===== src/rtl/mux_scan_sequencer.sv =====
// mux_scan_sequencer
// Upstream controller for an 8-to-1 mux stage. A word accepted over a
// valid/ready handshake is held on the mux data inputs while the select
// walks all eight positions. The mux output is sampled once per position
// into a serial bit stream. Together with the mux this forms a
// parallel-to-serial converter.

module mux_scan_sequencer #(
  parameter int   BIT_CYCLES = 1,     // clocks each select value is held, >= 1
  parameter logic MSB_FIRST  = 1'b0   // 0: select steps 0->7, 1: select steps 7->0
) (
  input  logic       i_clk,
  input  logic       i_rst,
  input  logic       i_load_valid,
  output logic       o_load_ready,
  input  logic [7:0] i_load_data,
  input  logic       i_abort,
  output logic [7:0] o_mux_in,
  output logic [2:0] o_mux_sel,
  input  logic       i_mux_out,
  output logic       o_ser_data,
  output logic       o_ser_valid,
  output logic       o_ser_last,
  output logic       o_busy
);

  // Hold counter only needs to reach BIT_CYCLES-1; keep at least one bit.
  localparam int                HOLD_W    = (BIT_CYCLES > 1) ? $clog2(BIT_CYCLES) : 1;
  localparam logic [HOLD_W-1:0] HOLD_INIT = HOLD_W'(BIT_CYCLES - 1);
  localparam logic [HOLD_W-1:0] HOLD_ZERO = HOLD_W'(0);
  localparam logic [HOLD_W-1:0] HOLD_ONE  = HOLD_W'(1);
  localparam logic [2:0]        SEL_START = MSB_FIRST ? 3'd7 : 3'd0;
  localparam logic [2:0]        BIT_LAST  = 3'd7;

  typedef enum logic [1:0] {
    ST_IDLE  = 2'd0,
    ST_SHIFT = 2'd1,
    ST_DONE  = 2'd2
  } state_t;

  state_t            r_state;
  state_t            w_next_state;

  logic [7:0]        r_mux_in;
  logic [2:0]        r_mux_sel;
  logic [HOLD_W-1:0] r_hold_cnt;
  logic [2:0]        r_bit_cnt;
  logic              r_ser_data;
  logic              r_ser_valid;
  logic              r_ser_last;
  logic              r_busy;
  logic              r_load_ready;

  logic              w_accept;
  logic              w_abort_active;
  logic              w_hold_done;
  logic              w_sample;
  logic              w_last_bit;
  logic [2:0]        w_sel_step;

  // Decode handshake, abort and sample-point conditions from current state.
  always_comb begin
    w_accept       = (r_state == ST_IDLE) && i_load_valid;
    w_abort_active = (r_state != ST_IDLE) && i_abort;
    w_hold_done    = (r_hold_cnt == HOLD_ZERO);
    // An abort on the sample edge suppresses the bit entirely.
    w_sample       = (r_state == ST_SHIFT) && w_hold_done && !i_abort;
    w_last_bit     = (r_bit_cnt == BIT_LAST);
    // 3-bit arithmetic wraps 7->0 (or 0->7) on the final step by design.
    if (MSB_FIRST) begin
      w_sel_step = r_mux_sel - 3'd1;
    end else begin
      w_sel_step = r_mux_sel + 3'd1;
    end
  end

  // Next-state logic for the IDLE/SHIFT/DONE sequencer.
  always_comb begin
    w_next_state = r_state;
    case (r_state)
      ST_IDLE: begin
        // Abort has no effect in IDLE; a simultaneous load is still taken.
        if (i_load_valid) begin
          w_next_state = ST_SHIFT;
        end else begin
          w_next_state = ST_IDLE;
        end
      end
      ST_SHIFT: begin
        if (i_abort) begin
          w_next_state = ST_IDLE;
        end else if (w_sample && w_last_bit) begin
          w_next_state = ST_DONE;
        end else begin
          w_next_state = ST_SHIFT;
        end
      end
      ST_DONE: begin
        // Single turnaround cycle, abort or not.
        w_next_state = ST_IDLE;
      end
      default: begin
        w_next_state = ST_IDLE;
      end
    endcase
  end

  // State register.
  always_ff @(posedge i_clk) begin
    if (i_rst) begin
      r_state <= ST_IDLE;
    end else begin
      r_state <= w_next_state;
    end
  end

  // Registered status flags, derived from the next state so they track r_state.
  always_ff @(posedge i_clk) begin
    if (i_rst) begin
      r_busy       <= 1'b0;
      r_load_ready <= 1'b1;
    end else begin
      r_busy       <= (w_next_state == ST_SHIFT) || (w_next_state == ST_DONE);
      r_load_ready <= (w_next_state == ST_IDLE);
    end
  end

  // Word latch: stable for the whole word, survives abort, changes only on accept.
  always_ff @(posedge i_clk) begin
    if (i_rst) begin
      r_mux_in <= 8'h00;
    end else if (w_accept) begin
      r_mux_in <= i_load_data;
    end else begin
      r_mux_in <= r_mux_in;
    end
  end

  // Select walker plus hold and bit counters.
  always_ff @(posedge i_clk) begin
    if (i_rst) begin
      r_mux_sel  <= SEL_START;
      r_hold_cnt <= HOLD_ZERO;
      r_bit_cnt  <= 3'd0;
    end else if (w_accept) begin
      r_mux_sel  <= SEL_START;
      r_hold_cnt <= HOLD_INIT;
      r_bit_cnt  <= 3'd0;
    end else if (w_abort_active) begin
      r_mux_sel  <= SEL_START;
      r_hold_cnt <= HOLD_ZERO;
      r_bit_cnt  <= 3'd0;
    end else if (r_state == ST_SHIFT) begin
      if (w_hold_done) begin
        r_mux_sel  <= w_sel_step;
        r_hold_cnt <= HOLD_INIT;
        r_bit_cnt  <= r_bit_cnt + 3'd1;
      end else begin
        r_mux_sel  <= r_mux_sel;
        r_hold_cnt <= r_hold_cnt - HOLD_ONE;
        r_bit_cnt  <= r_bit_cnt;
      end
    end else begin
      r_mux_sel  <= r_mux_sel;
      r_hold_cnt <= r_hold_cnt;
      r_bit_cnt  <= r_bit_cnt;
    end
  end

  // Serial output stage: capture the mux output on the last hold clock.
  always_ff @(posedge i_clk) begin
    if (i_rst) begin
      r_ser_data  <= 1'b0;
      r_ser_valid <= 1'b0;
      r_ser_last  <= 1'b0;
    end else if (w_sample) begin
      r_ser_data  <= i_mux_out;
      r_ser_valid <= 1'b1;
      r_ser_last  <= w_last_bit;
    end else begin
      r_ser_data  <= r_ser_data;
      r_ser_valid <= 1'b0;
      r_ser_last  <= 1'b0;
    end
  end

  assign o_load_ready = r_load_ready;
  assign o_busy       = r_busy;
  assign o_mux_in     = r_mux_in;
  assign o_mux_sel    = r_mux_sel;
  assign o_ser_data   = r_ser_data;
  assign o_ser_valid  = r_ser_valid;
  assign o_ser_last   = r_ser_last;

endmodule

===== config.mk =====
export PLATFORM = sky130hd
export DESIGN_NAME = mux_scan_sequencer
export DESIGN_NICKNAME = d
export VERILOG_FILES = /design/src/rtl/mux_scan_sequencer.sv
export SDC_FILE = /design/constraint.sdc
export NUM_CORES = 1
export LEC_CHECK = 0
export CORE_MARGIN = 2
export CORE_UTILIZATION = 45
export CTS_CLUSTER_SIZE = 12
export DETAILED_ROUTE_END_ITERATION = 12
export PLACE_DENSITY = 0.9
export SLEW_MARGIN = 30
export SYNTH_ARGS = -nofsm -noshare
export SYNTH_HDL_FRONTEND = slang
export SYNTH_SLANG_ARGS = --single-unit

===== constraint.sdc =====
create_clock -name i_clk -period 2.84 [get_ports i_clk]
set_input_delay 0.284 -clock i_clk [delete_from_list [all_inputs] [get_ports i_clk]]
set_output_delay 0.284 -clock i_clk [all_outputs]
set_load 0.1 [all_outputs]

## Yosys cells after proc, flatten, opt, wreduce, memory -nomap -nowiden

Cells that the tools add are included.

- Bitwise operators: 2
- Muxes and demuxes: 6
- Reductions and logical operators: 13
- Equal/unequal tests: 4
- Add/sub/neg operators: 3

Operators by type and width:

| operator | count |
|---|---|
| 3-bit by 1-bit adder with 3-bit output, second input constant | 2 |
| 1-bit logical AND | 5 |
| 2-bit by 1-bit equality test with 1-bit output, second input constant | 2 |
| 2-bit zero test | 2 |
| 2-bit 2-to-1 mux | 2 |
| 2-bit one-hot mux with 2 select lines | 1 |
| 3-bit equality test, second input constant | 1 |
| 1-bit 2-to-1 mux | 3 |
| 3-bit OR reduction | 1 |
| 2-bit equality test, second input constant | 1 |
| 1-bit NOT | 2 |
| 2-bit AND reduction | 1 |
| 2-bit nonzero test | 1 |
| 2-bit OR reduction | 1 |
| 1-bit zero test | 1 |
| 1-bit logical OR | 1 |
| 1-bit subtractor, second input constant | 1 |

- Flip-flop bits (word level): 22
- Logic and storage cells: 38
- Input bits: 13
- Output and inout port bits: 16

## Logic depth before layout (Yosys ltp)

- Depth in word-level cells: 9
- Depth in mapped cells: 6
- Mapped depth without buffers: 6

## Worst setup path before layout

No wires, ideal clock.

- Kind: register to register
- Start: register r_mux_sel[0] (netlist: o_mux_sel[0])
- End: register r_mux_sel[2] (netlist: o_mux_sel[2])
- Path slack: 1.215 ns
- Buffers on the path: 0
- Data required time: 2.773 ns
- Cell stages (with the launch flop): 5
- Arrival time: 1.558 ns
- Cell sequence: dfxtp_1 ha_1 nand3b_1 xor2_1 nor2_1

- Cells in the longest elaborated chain, start to end: 1

RTL lines:

| item | line | source |
|---|---|---|
| start: declaration | 45 | `logic [2:0] r_mux_sel;` |
| start signal: assignment | 155 | `r_mux_sel <= w_sel_step;` |
| start signal: assignment | 159 | `r_mux_sel <= r_mux_sel;` |
| start signal: assignment | 164 | `r_mux_sel <= r_mux_sel;` |
| 3-bit by 1-bit adder with 3-bit output | 73 | `w_sel_step = r_mux_sel + 3'd1;` |

No other way between the ends.
A chain may end at the register's enable or synchronous reset.

## Final worst setup path

- Start: register r_bit_cnt[0]
- End: register r_load_ready (netlist: o_load_ready)

- Cells in the longest elaborated chain, start to end: 6

RTL lines:

| item | line | source |
|---|---|---|
| start: declaration | 47 | `logic [2:0] r_bit_cnt;` |
| start signal: assignment | 157 | `r_bit_cnt <= r_bit_cnt + 3'd1;` |
| start signal: assignment | 161 | `r_bit_cnt <= r_bit_cnt;` |
| start signal: assignment | 166 | `r_bit_cnt <= r_bit_cnt;` |
| 3-bit equality test | 68 | `w_last_bit = (r_bit_cnt == BIT_LAST);` |
| via w_last_bit | 58 | `logic w_last_bit;` |
| 1-bit logical AND | 92 | `end else if (w_sample && w_last_bit) begin` |
| 2-bit 2-to-1 mux | 92 |  |
| 2-bit 2-to-1 mux | 90 | `if (i_abort) begin` |
| 2-bit one-hot mux with 2 select lines | 80 | `case (r_state)` |
| 2-bit zero test | 124 | `r_load_ready <= (w_next_state == ST_IDLE);` |
| end signal: assignment | 124 |  |
| end: declaration | 52 | `logic r_load_ready;` |

The timed path passes the listed nets, and every way through them passes these cells.

==> impl_metrics.tcl <==
set metrics [dict create \
    worstHoldPathCells 2 \
    arrival_ps 1770 \
    critPathSlowestCell "dfxtp_1" \
    vdd_drop_max_mv 0.2480 \
    outcome "complete, no violations" \
    synth_top_area_share_pct 52.66 \
    ys_seq_area_share_pct 52.66 \
    fillers 146 \
    synth_area_leaders "dfxtp_1 53%, mux2i_1 14%, nor2_1 8.0%, ha_1 6.3%, xor2_1 3.3%" \
    synth_edf_count 0 \
    clock-root-buffer "clkbuf_4" \
    finalSetupViolations 0 \
    worstPathRequired_ps 3030 \
    placement_rows 15 \
    dr.pass1.iters 2 \
    drt_iter0_drc 5 \
    p_per_area_nw_per_um2 566.4 \
    dp_hpwl_um 1064 \
    die_x_um 46.12 \
    fin_skew_ps 1.760 \
    vias_per_cell 4.918 \
    hold_violations 0 \
    postCtsSetupBuffers 0 \
    areaGrowthSynthToFinish_pct 34.01 \
    wl_per_cell_um 11.24 \
    rr_worst_depth 6 \
    relSlewSlack_pct 65.65 \
    synthTopCellsByCount "21 x dfxtp_1, 17 x nor2_1, 11 x mux2i_1" \
    htree_levels 1 \
    cp_num_buf_inv 0 \
    critPathTopFamily "adder cells" \
    static-leakage-power_nw 0.4974 \
    vias 600 \
    worstSetupPathType "flop to flop" \
    ant_nets 0 \
    crit_top_cell "ha_1" \
    cts.sinks 21 \
    grt_setup_unrepaired "false" \
    floorplan.initialDensity_pct 47.26 \
    hold_class "flop to flop" \
    worst_slew_pin_slew_ps 513.6 \
    io_pins 29 \
    synth_flop_cell "dfxtp_1" \
    wirelength_um 1371 \
    setup.worst_path.end_class "flop" \
    cts_tree "done" \
    path_max_fanout 2 \
    finalNetCount 123 \
    n_antenna_cell 0 \
    hp-start "o_ser_data" \
    syn_nets 93 \
    fin_crit_sh_pct 55.56 \
    ys_seq_elements 21 \
    syn_avg_cell_area_um2 10.50 \
    drive_above_1_share_pct 21.90 \
    cts_resized 0 \
    worstReg2RegEnd "o_load_ready" \
    grt_use_total_pct 13.81 \
    drc 0 \
    hold_end "o_ser_data" \
    yosysMostFrequentCell "dfxtp_1" \
    ys_warn_count 0 \
    r2r_slack_ps 1260 \
    yosys.cell_types.count 20 \
    grt_max_degree 17 \
    fin_tns_setup_ps 0 \
    chipHeight_um 46.12 \
    antenna_found_initial 0 \
    timing.rr.start "r_bit_cnt[0]" \
    coreArea_um2 1689 \
    fmax_ghz 0.6338 \
    synth_area_um2 798.3 \
    die_area_um2 2127 \
    maxCapViolations 0 \
    cts.path.max_buffers 2 \
    grt_pass1_vias 541 \
    numCtsBuffers 3 \
    netlist_instances 76 \
    clk_latency_ps 290 \
    fin_crit_ps 1578 \
    max_stage_delay_ps 340 \
    cts.clk_slew.worst_paths_ps 110 \
    cp_cell_sequence "ha_1 > ha_1 > nor3b_1 > o21bai_1 > ha_1 > or2_2" \
    gp_congestion 0.7784 \
    finalPower_mw 0.6059 \
    critPathLaunchType "flop" \
    ctsHoldBuffers 0 \
    async_flop_share_pct 0 \
    grt_pass1_wl_um 2111 \
    port_buffers 28 \
    drv_slew 0 \
    yosysTopAreaCell "dfxtp_1" \
    gr-total-overflow 0 \
]
metrics by stage:
stage          setup WS, ps  util [%]  hold WS [ps]  instance area, um^2  std cells
2_1_floorplan          1215         -         353.1                798.3         76
3_3_place_gp           1087     61.70         466.2                 1042        118
3_5_place_dp           1085     61.70         475.5                 1042        118
4_1_cts                1256     63.33         491.5                 1070        122
5_1_grt                1178     63.33         515.4                 1070        122
6_report               1262     63.33         484.7                 1070        122
worst max path at each step:
stage	startpoint	end	cells after the start
2_1_floorplan	o_mux_sel[0]	o_mux_sel[2]	4
5_1_grt	r_bit_cnt[0]	o_load_ready	6
6_report	r_bit_cnt[0]	o_load_ready	6
3_5_place_dp	i_abort	o_load_ready	5
4_1_cts	r_bit_cnt[0]	o_load_ready	6
3_3_place_gp	i_abort	o_load_ready	5
cells in the final DEF (no fill, tap or decap), drive strengths merged:
master,netlist,routed
dfxtp,21,21
nor2,17,17
buf,3,17
clkdlybuf4s50,0,12
mux2i,11,11
ha,4,4
nor3b,3,3
xor2,3,3
clkbuf,1,3
nand2,2,2
o21ai,2,2
and2b,1,1
o21bai,1,1
or2,1,1
or3b,1,1
nand3b,1,1
or2b,1,1
a21oi,1,1
nor3,1,1
nor2b,1,1
clkinv,0,1
worst reg2reg max path, delay by kind of cell (launching register included):
kind            cells  cell delay [ps]
flops               1              340
simple gates        2              450
fa+ha+maj           3              590
compound gates      1              110
where the power goes:
group	total (mW)	leakage [nW]	internal (mW)	switching (mW)
sequential	0.315	0.172	0.308	0.00739
combinational	0.157	0.308	0.0476	0.109
clock	0.134	0.0177	0.0523	0.0818
state kept, by name, summed over array words and instances, names as in the netlist:
register	count
r_bit_cnt	3
o_mux_in	8
o_ser_data	1
r_state	2
o_load_ready	1
o_ser_last	1
o_ser_valid	1
o_mux_sel	3
o_busy	1
kinds of logic after synthesis:
logic type                 count (synthesis)  synth area share [%]
and+or+nand+nor                           29                 18.03
DFF                                       21                 52.66
muxes                                     11                 13.79
AOI/OAI and AO/OA                          4                 2.821
buffers and inverters                      4                 3.134
adders and majority gates                  4                 6.270
xor gates and xnor gates                   3                 3.292
cell type report:
cell class,instances,area (um^2),area share [%]
well taps,17,21.27,1.988
repair buffers,29,247.7,23.16
clock inverters,1,5.005,0.4678
multi-input cells,51,352.8,32.98
clock buffers,3,22.52,2.105
flip-flops and latches,21,420.4,39.30
routing by layer:
metal / up-vias / part of all wire, % / global-route usage, %
met1: 276 / 42 / 16.22
met5: - / 0 / 0
met3: 2 / 4.0 / 2.353
li1: 307 / - / -
met2: 15 / 52 / 23.89
met4: 0 / 1.2 / 6.857
(Power assumes the default switching activity.)
